==> src/rtl/fnd_display_ctrl_if.sv <==
// Bus bundle between the value producer and the FND display controller.
// The controller takes the slave side; the producer or bench takes the master side.
interface fnd_display_ctrl_if;
   logic [7:0] data_in;
   logic       in_en;
   logic       busy;
   logic [3:0] fnd_com;
   logic [7:0] fnd_font;

   modport master (output data_in, in_en, input busy, fnd_com, fnd_font);
   modport slave  (input data_in, in_en, output busy, fnd_com, fnd_font);
endinterface

==> src/rtl/fnd_display_ctrl.sv <==
// 4-digit common-anode FND controller: 8-bit binary -> BCD by sequential double-dabble, then digit scan.
// Define FND_BLANK_EN to blank leading zeros; otherwise all four digits show numerals.
module fnd_display_ctrl #(
   parameter int SCAN_DIV = 100_000
) (
   input  logic clk,
   input  logic reset,
   fnd_display_ctrl_if.slave bus
);

   localparam int PW = $clog2(SCAN_DIV);

   typedef enum logic [1:0] {IDLE, SHIFT, LOAD} state_t;

   state_t        state;
   logic [19:0]   shift_reg;
   logic [2:0]    iter;
   logic [7:0]    pend_val;
   logic          pend_flag;
   logic          busy_q;
   logic [3:0]    hund;
   logic [3:0]    tens;
   logic [3:0]    ones;
   logic [PW-1:0] prescaler;
   logic [1:0]    idx;
   logic [3:0]    com_q;
   logic [7:0]    font_q;
   logic [7:0]    digit_font;

   function automatic logic [7:0] seg(input logic [3:0] d);
      case (d)
         4'd0:    seg = 8'hC0;
         4'd1:    seg = 8'hF9;
         4'd2:    seg = 8'hA4;
         4'd3:    seg = 8'hB0;
         4'd4:    seg = 8'h99;
         4'd5:    seg = 8'h92;
         4'd6:    seg = 8'h82;
         4'd7:    seg = 8'hF8;
         4'd8:    seg = 8'h80;
         4'd9:    seg = 8'h90;
         default: seg = 8'hFF;
      endcase
   endfunction

   // One double-dabble step: correct every BCD nibble that would overflow, then shift.
   function automatic logic [19:0] dabble(input logic [19:0] s);
      logic [19:0] t;
      t = s;
      for (int i = 2; i < 5; i++) begin
         if (t[i*4 +: 4] >= 4'd5) t[i*4 +: 4] = t[i*4 +: 4] + 4'd3;
      end
      dabble = {t[18:0], 1'b0};
   endfunction

   // A strobe arriving in LOAD is the newest value, so it overrides any pending one.
   always_ff @(posedge clk or posedge reset) begin
      if (reset) begin
         state     <= IDLE;
         shift_reg <= '0;
         iter      <= '0;
         pend_val  <= '0;
         pend_flag <= 1'b0;
         busy_q    <= 1'b0;
         hund      <= '0;
         tens      <= '0;
         ones      <= '0;
      end else begin
         case (state)
            IDLE: begin
               if (bus.in_en) begin
                  shift_reg <= {12'b0, bus.data_in};
                  iter      <= '0;
                  busy_q    <= 1'b1;
                  state     <= SHIFT;
               end
            end
            SHIFT: begin
               shift_reg <= dabble(shift_reg);
               iter      <= iter + 3'd1;
               if (iter == 3'd7) state <= LOAD;
               if (bus.in_en) begin
                  pend_val  <= bus.data_in;
                  pend_flag <= 1'b1;
               end
            end
            LOAD: begin
               hund <= shift_reg[19:16];
               tens <= shift_reg[15:12];
               ones <= shift_reg[11:8];
               if (pend_flag || bus.in_en) begin
                  shift_reg <= {12'b0, (bus.in_en ? bus.data_in : pend_val)};
                  iter      <= '0;
                  pend_flag <= 1'b0;
                  state     <= SHIFT;
               end else begin
                  busy_q <= 1'b0;
                  state  <= IDLE;
               end
            end
            default: state <= IDLE;
         endcase
      end
   end

   always_ff @(posedge clk or posedge reset) begin
      if (reset) begin
         prescaler <= '0;
         idx       <= '0;
      end else if (prescaler == PW'(SCAN_DIV - 1)) begin
         prescaler <= '0;
         idx       <= idx + 2'd1;
      end else begin
         prescaler <= prescaler + PW'(1);
      end
   end

   always_comb begin
      digit_font = 8'hC0;
      case (idx)
`ifdef FND_BLANK_EN
         2'd0: digit_font = seg(ones);
         2'd1: digit_font = (hund == 4'd0 && tens == 4'd0) ? 8'hFF : seg(tens);
         2'd2: digit_font = (hund == 4'd0) ? 8'hFF : seg(hund);
         2'd3: digit_font = 8'hFF;
`else
         2'd0: digit_font = seg(ones);
         2'd1: digit_font = seg(tens);
         2'd2: digit_font = seg(hund);
         2'd3: digit_font = seg(4'd0);
`endif
         default: digit_font = 8'hC0;
      endcase
   end

   always_ff @(posedge clk or posedge reset) begin
      if (reset) begin
         com_q  <= 4'b1110;
         font_q <= 8'hC0;
      end else begin
         com_q  <= ~(4'b0001 << idx);
         font_q <= digit_font;
      end
   end

   assign bus.busy     = busy_q;
   assign bus.fnd_com  = com_q;
   assign bus.fnd_font = font_q;

endmodule
==> src/flat_wrapper.sv <==
// flat-port wrapper written by rule: the top's interface ports become plain ports
module fnd_display_ctrl_flat 
#(
   parameter int SCAN_DIV = 100_000
)
  (clk, reset, bus_data_in, bus_in_en, bus_busy, bus_fnd_com, bus_fnd_font);
  fnd_display_ctrl_if bus_i ();
  input  logic clk;
  input  logic reset;
  input wire logic [$bits(bus_i.data_in)-1:0] bus_data_in;
  input wire logic [$bits(bus_i.in_en)-1:0] bus_in_en;
  output wire logic [$bits(bus_i.busy)-1:0] bus_busy;
  output wire logic [$bits(bus_i.fnd_com)-1:0] bus_fnd_com;
  output wire logic [$bits(bus_i.fnd_font)-1:0] bus_fnd_font;
  assign bus_i.data_in = bus_data_in;
  assign bus_i.in_en = bus_in_en;
  assign bus_busy = bus_i.busy;
  assign bus_fnd_com = bus_i.fnd_com;
  assign bus_fnd_font = bus_i.fnd_font;
  fnd_display_ctrl #(.SCAN_DIV(SCAN_DIV)) u_core (.clk(clk), .reset(reset), .bus(bus_i));
endmodule
==> config.mk <==
export PLATFORM = sky130hd
export DESIGN_NAME = fnd_display_ctrl_flat
export DESIGN_NICKNAME = d
export VERILOG_FILES = /design/src/rtl/fnd_display_ctrl_if.sv /design/src/rtl/fnd_display_ctrl.sv /design/src/flat_wrapper.sv
export SDC_FILE = /design/constraint.sdc
export NUM_CORES = 1
export LEC_CHECK = 0
export CORE_AREA = 2 2 134 136
export DETAILED_ROUTE_END_ITERATION = 16
export DIE_AREA = 0 0 136 138
export GPL_TIMING_DRIVEN = 0
export SYNTH_ARGS = -nofsm -noshare
export SYNTH_HDL_FRONTEND = slang
export SYNTH_SLANG_ARGS = --single-unit
export TNS_END_PERCENT = 50
==> constraint.sdc <==
create_clock -name clk -period 3.95 [get_ports clk]
set_clock_uncertainty 0.2 [all_clocks]
set_input_delay 0.79 -clock clk [delete_from_list [all_inputs] [get_ports clk]]
set_output_delay 0.79 -clock clk [all_outputs]
set_load 0.005 [all_outputs]
==> metrics.txt <==
worst-margin pin slew 0.6603 ns; Post-synth EDFFs 0; global-route usage over all layers 9.441%; post-route minimum period 2.317 ns; x dimension of the die 136 microns; routability-driven placement congestion ratio 0.8370; Commonest cells post-synth 73 x sky130_fd_sc_hd__dfrtp_1, 44 x sky130_fd_sc_hd__o21ai_0, 35 x sky130_fd_sc_hd__ha_1, 25 x sky130_fd_sc_hd__a21oi_1, 25 x sky130_fd_sc_hd__inv_1; IO buf count 21; clock sink total 77; global-route wire length before repair 14,510 microns; normalized max-slew margin 55.98%; Die Y-Extent 138 microns; top_reg_cell synth sky130_fd_sc_hd__dfrtp_1; register clock-pin slew on the reported worst setup and hold paths 0.06 ns; end of the worst hold path u_core.prescaler[0]; final std cell area, no fill 5109 sq um; Final Net Count 497; top achievable clock speed 431.5 MHz; post-synthesis instance area 4264 sq um; CP cell instances clkdlybuf4s50_1; Synth area leaders sky130_fd_sc_hd__dfrtp_1 43%, sky130_fd_sc_hd__ha_1 10%, sky130_fd_sc_hd__o21ai_0 5.2%; area growth from synthesis to final layout 19.81%; Worst EP arrival 1.33 ns; Post-CTS Hold Buffers 0; element type at the critical path end output port; Layout fillers 1,838; Setup CP Type reg -> out; pin count of the biggest net entering global routing 58; worst voltage drop across the vdd grid 0.0002762 V; setup repair bufs after CTS 0; clock tree from TritonCTS yes; hold path startpoint u_core.prescaler[0]; instance count of the mapped netlist 418; core box area 17,530 sq um; maximum count of clock buffers along a single path 2; RSZ-0062 raised after global routing false; most frequent cell after synthesis sky130_fd_sc_hd__dfrtp_1; max reg flops 20; PnR worst setup slack 1.633 ns; hpwl dp 6078 microns; setup slack after placement 1.695 ns; Pwr Total 2.271 mW; number of nets with antenna violations after detailed routing 0; Critical R2R Capture u_core.shift_reg[5]; WL per Instance 12.32 microns; # IOs 24; DR DRC count 0; initial DRC count 211; Crit path max-delay family flip-flops; endpoints failing setup 0; share of the cycle needed by the critical path after routing 58.67%; flip-flop and latch count after synthesis 77; share of cells above drive strength 1 12.06%; worst min-delay path category reg -> reg; number of warnings reported in the yosys synthesis log 0; Mapped Nets 464; number of distinct library cell variants in the gate-level netlist after synthesis 58; number of standard-cell rows in the floorplan 49; first-pass iteration count of the detailed router 5; Max Fanout on Critical Path 1; antenna diode instance count 0; die area 18,770 sq um; number of violations of the max-capacitance limit 0; number of antenna violations at the first check in global routing 0; total wirelength of the detailed-routed design 8437 microns; CTS root buf sky130_fd_sc_hd__clkbuf_16; power per unit of standard cell area 444.6 nW/um^2; Leakage Power 2.180 nW; PostCTS Resize Cnt 0; biggest cell delay along the critical path 0.51 ns; CTS Buf Count 9; outcome completed; cell with the biggest individual delay on the critical path sky130_fd_sc_hd__dfstp_2; endpoints failing hold 0; Avg Inst Size Synth 10.20 sq um; Yosys top cell area share 42.84%; worst hold path cell count 1; sequential share of the synthesized area 45.31%; leading area contributor after synthesis sky130_fd_sc_hd__dfrtp_1; average via count per standard cell 4.566; worst reg2reg path depth 6; post-synthesis async set-or-reset flop share 100.0%; via count of the first global-routing pass 3,035; r2r setup slk 1.69 ns; H-tree Lvls 3; routed via count 3,128; Critical Path Source Type flip-flop; initial standard-cell utilization of the core 24.32%; count of pins over their slew limit 0; GR Overflow Total 0; placed cell area 4791 sq um; critical register-to-register path startpoint u_core.state[0]; critical path data required time 2.96 ns; number of buffers and inverters on the critical path 1; Skew-Pair Late Insertion Delay 0.33 ns
[power by group]
group          switching (mW)  internal [mW]
Clock                   0.330          0.530
Combinational           0.251          0.195
Sequential             0.0660          0.899
Total                   0.647           1.62
[metrics by stage]
stage               util (%)  hold WS, ns  std cells  TNS, ns
finish                 29.14       0.2839        685        0
CTS                    29.14       0.2864        685        0
global placement       27.15       0.2729        668   -12.17
global route           29.14       0.3315        685        0
floorplan                  -       0.2549        418        0
detailed placement     27.32       0.2778        669        0
[routing by layer]
layer / global-route usage [%] / vias to the layer above / routed length, microns / part of all wire (%)
met5: 0 / - / 0 / 0
li1: - / 1557 / - / -
met4: 2.412 / 0 / 61 / 0.72
met2: 14.41 / 75 / 3807 / 45
met3: 2.384 / 7 / 393 / 4.7
met1: 13.33 / 1489 / 4174 / 49
[cells in the final DEF (no fill, tap or decap), types with 3 or more instances in the layout]
master / n
sky130_fd_sc_hd__o21ai_0: 44
sky130_fd_sc_hd__mux2_2: 15
sky130_fd_sc_hd__o31ai_1: 3
sky130_fd_sc_hd__mux2i_1: 4
sky130_fd_sc_hd__xnor2_1: 13
sky130_fd_sc_hd__or2_2: 3
sky130_fd_sc_hd__nand2b_1: 20
sky130_fd_sc_hd__clkbuf_16: 9
sky130_fd_sc_hd__a22o_1: 14
sky130_fd_sc_hd__a31oi_1: 3
sky130_fd_sc_hd__nand2_1: 21
sky130_fd_sc_hd__inv_1: 24
sky130_fd_sc_hd__dfrtp_1: 73
sky130_fd_sc_hd__xor2_1: 5
sky130_fd_sc_hd__nand3_1: 5
sky130_fd_sc_hd__nand4_1: 6
sky130_fd_sc_hd__clkbuf_1: 13
sky130_fd_sc_hd__ha_1: 35
sky130_fd_sc_hd__clkdlybuf4s50_1: 21
sky130_fd_sc_hd__a222oi_1: 6
sky130_fd_sc_hd__nor2_1: 19
sky130_fd_sc_hd__a21oi_1: 25
sky130_fd_sc_hd__o22ai_1: 4
sky130_fd_sc_hd__buf_2: 4
sky130_fd_sc_hd__dfstp_2: 4
sky130_fd_sc_hd__nor3_1: 7
[worst reg2reg max path: cells and delay by family, from the launching register on]
family | cells | cell delay [ns]
buffers and inverters | 2 | 0.34
flip-flops | 1 | 0.40
AND/OR/NAND/NOR | 1 | 0.49
adder cells (fa/ha/maj) | 1 | 0.35
AO/OA/AOI/OAI | 2 | 0.39
[how the worst max path moves through the flow]
stage,to,startpoint,slack [ns],cells past startpoint
floorplan,u_core.bus.busy,reset,1.0,1
global placement,u_core.bus.fnd_font[4],reset,-0.17,2
detailed placement,u_core.pend_flag,u_core.state[0],1.70,5
CTS,bus_fnd_font[6],u_core.bus.fnd_font[6],1.61,1
global route,u_core.hund[0],u_core.state[0],1.57,6
finish,bus_fnd_font[6],u_core.bus.fnd_font[6],1.63,1
[layout make-up]
class | count | area [sq um] | share of cell area [%]
multi-input cells | 295 | 2142 | 41.93
flip-flops and latches | 77 | 1932 | 37.82
well taps | 229 | 286.5 | 5.609
clock buffers | 11 | 252.7 | 4.947
repair buffers | 22 | 237.7 | 4.653
inverters | 26 | 100.1 | 1.959
plain buffers | 20 | 92.59 | 1.812
clock inverters | 5 | 65.06 | 1.274
[cells by family after synthesis]
group,count (synthesis),synth area share (%)
compound gates,120,18.16
simple gates,102,13.12
flops,77,45.31
buf+inv,46,4.460
fa+ha+maj,35,10.27
mux,19,4.900
xor+xnor,18,3.697
other cells,1,0.08794
No activity file was read; power rests on OpenSTA's default activity.
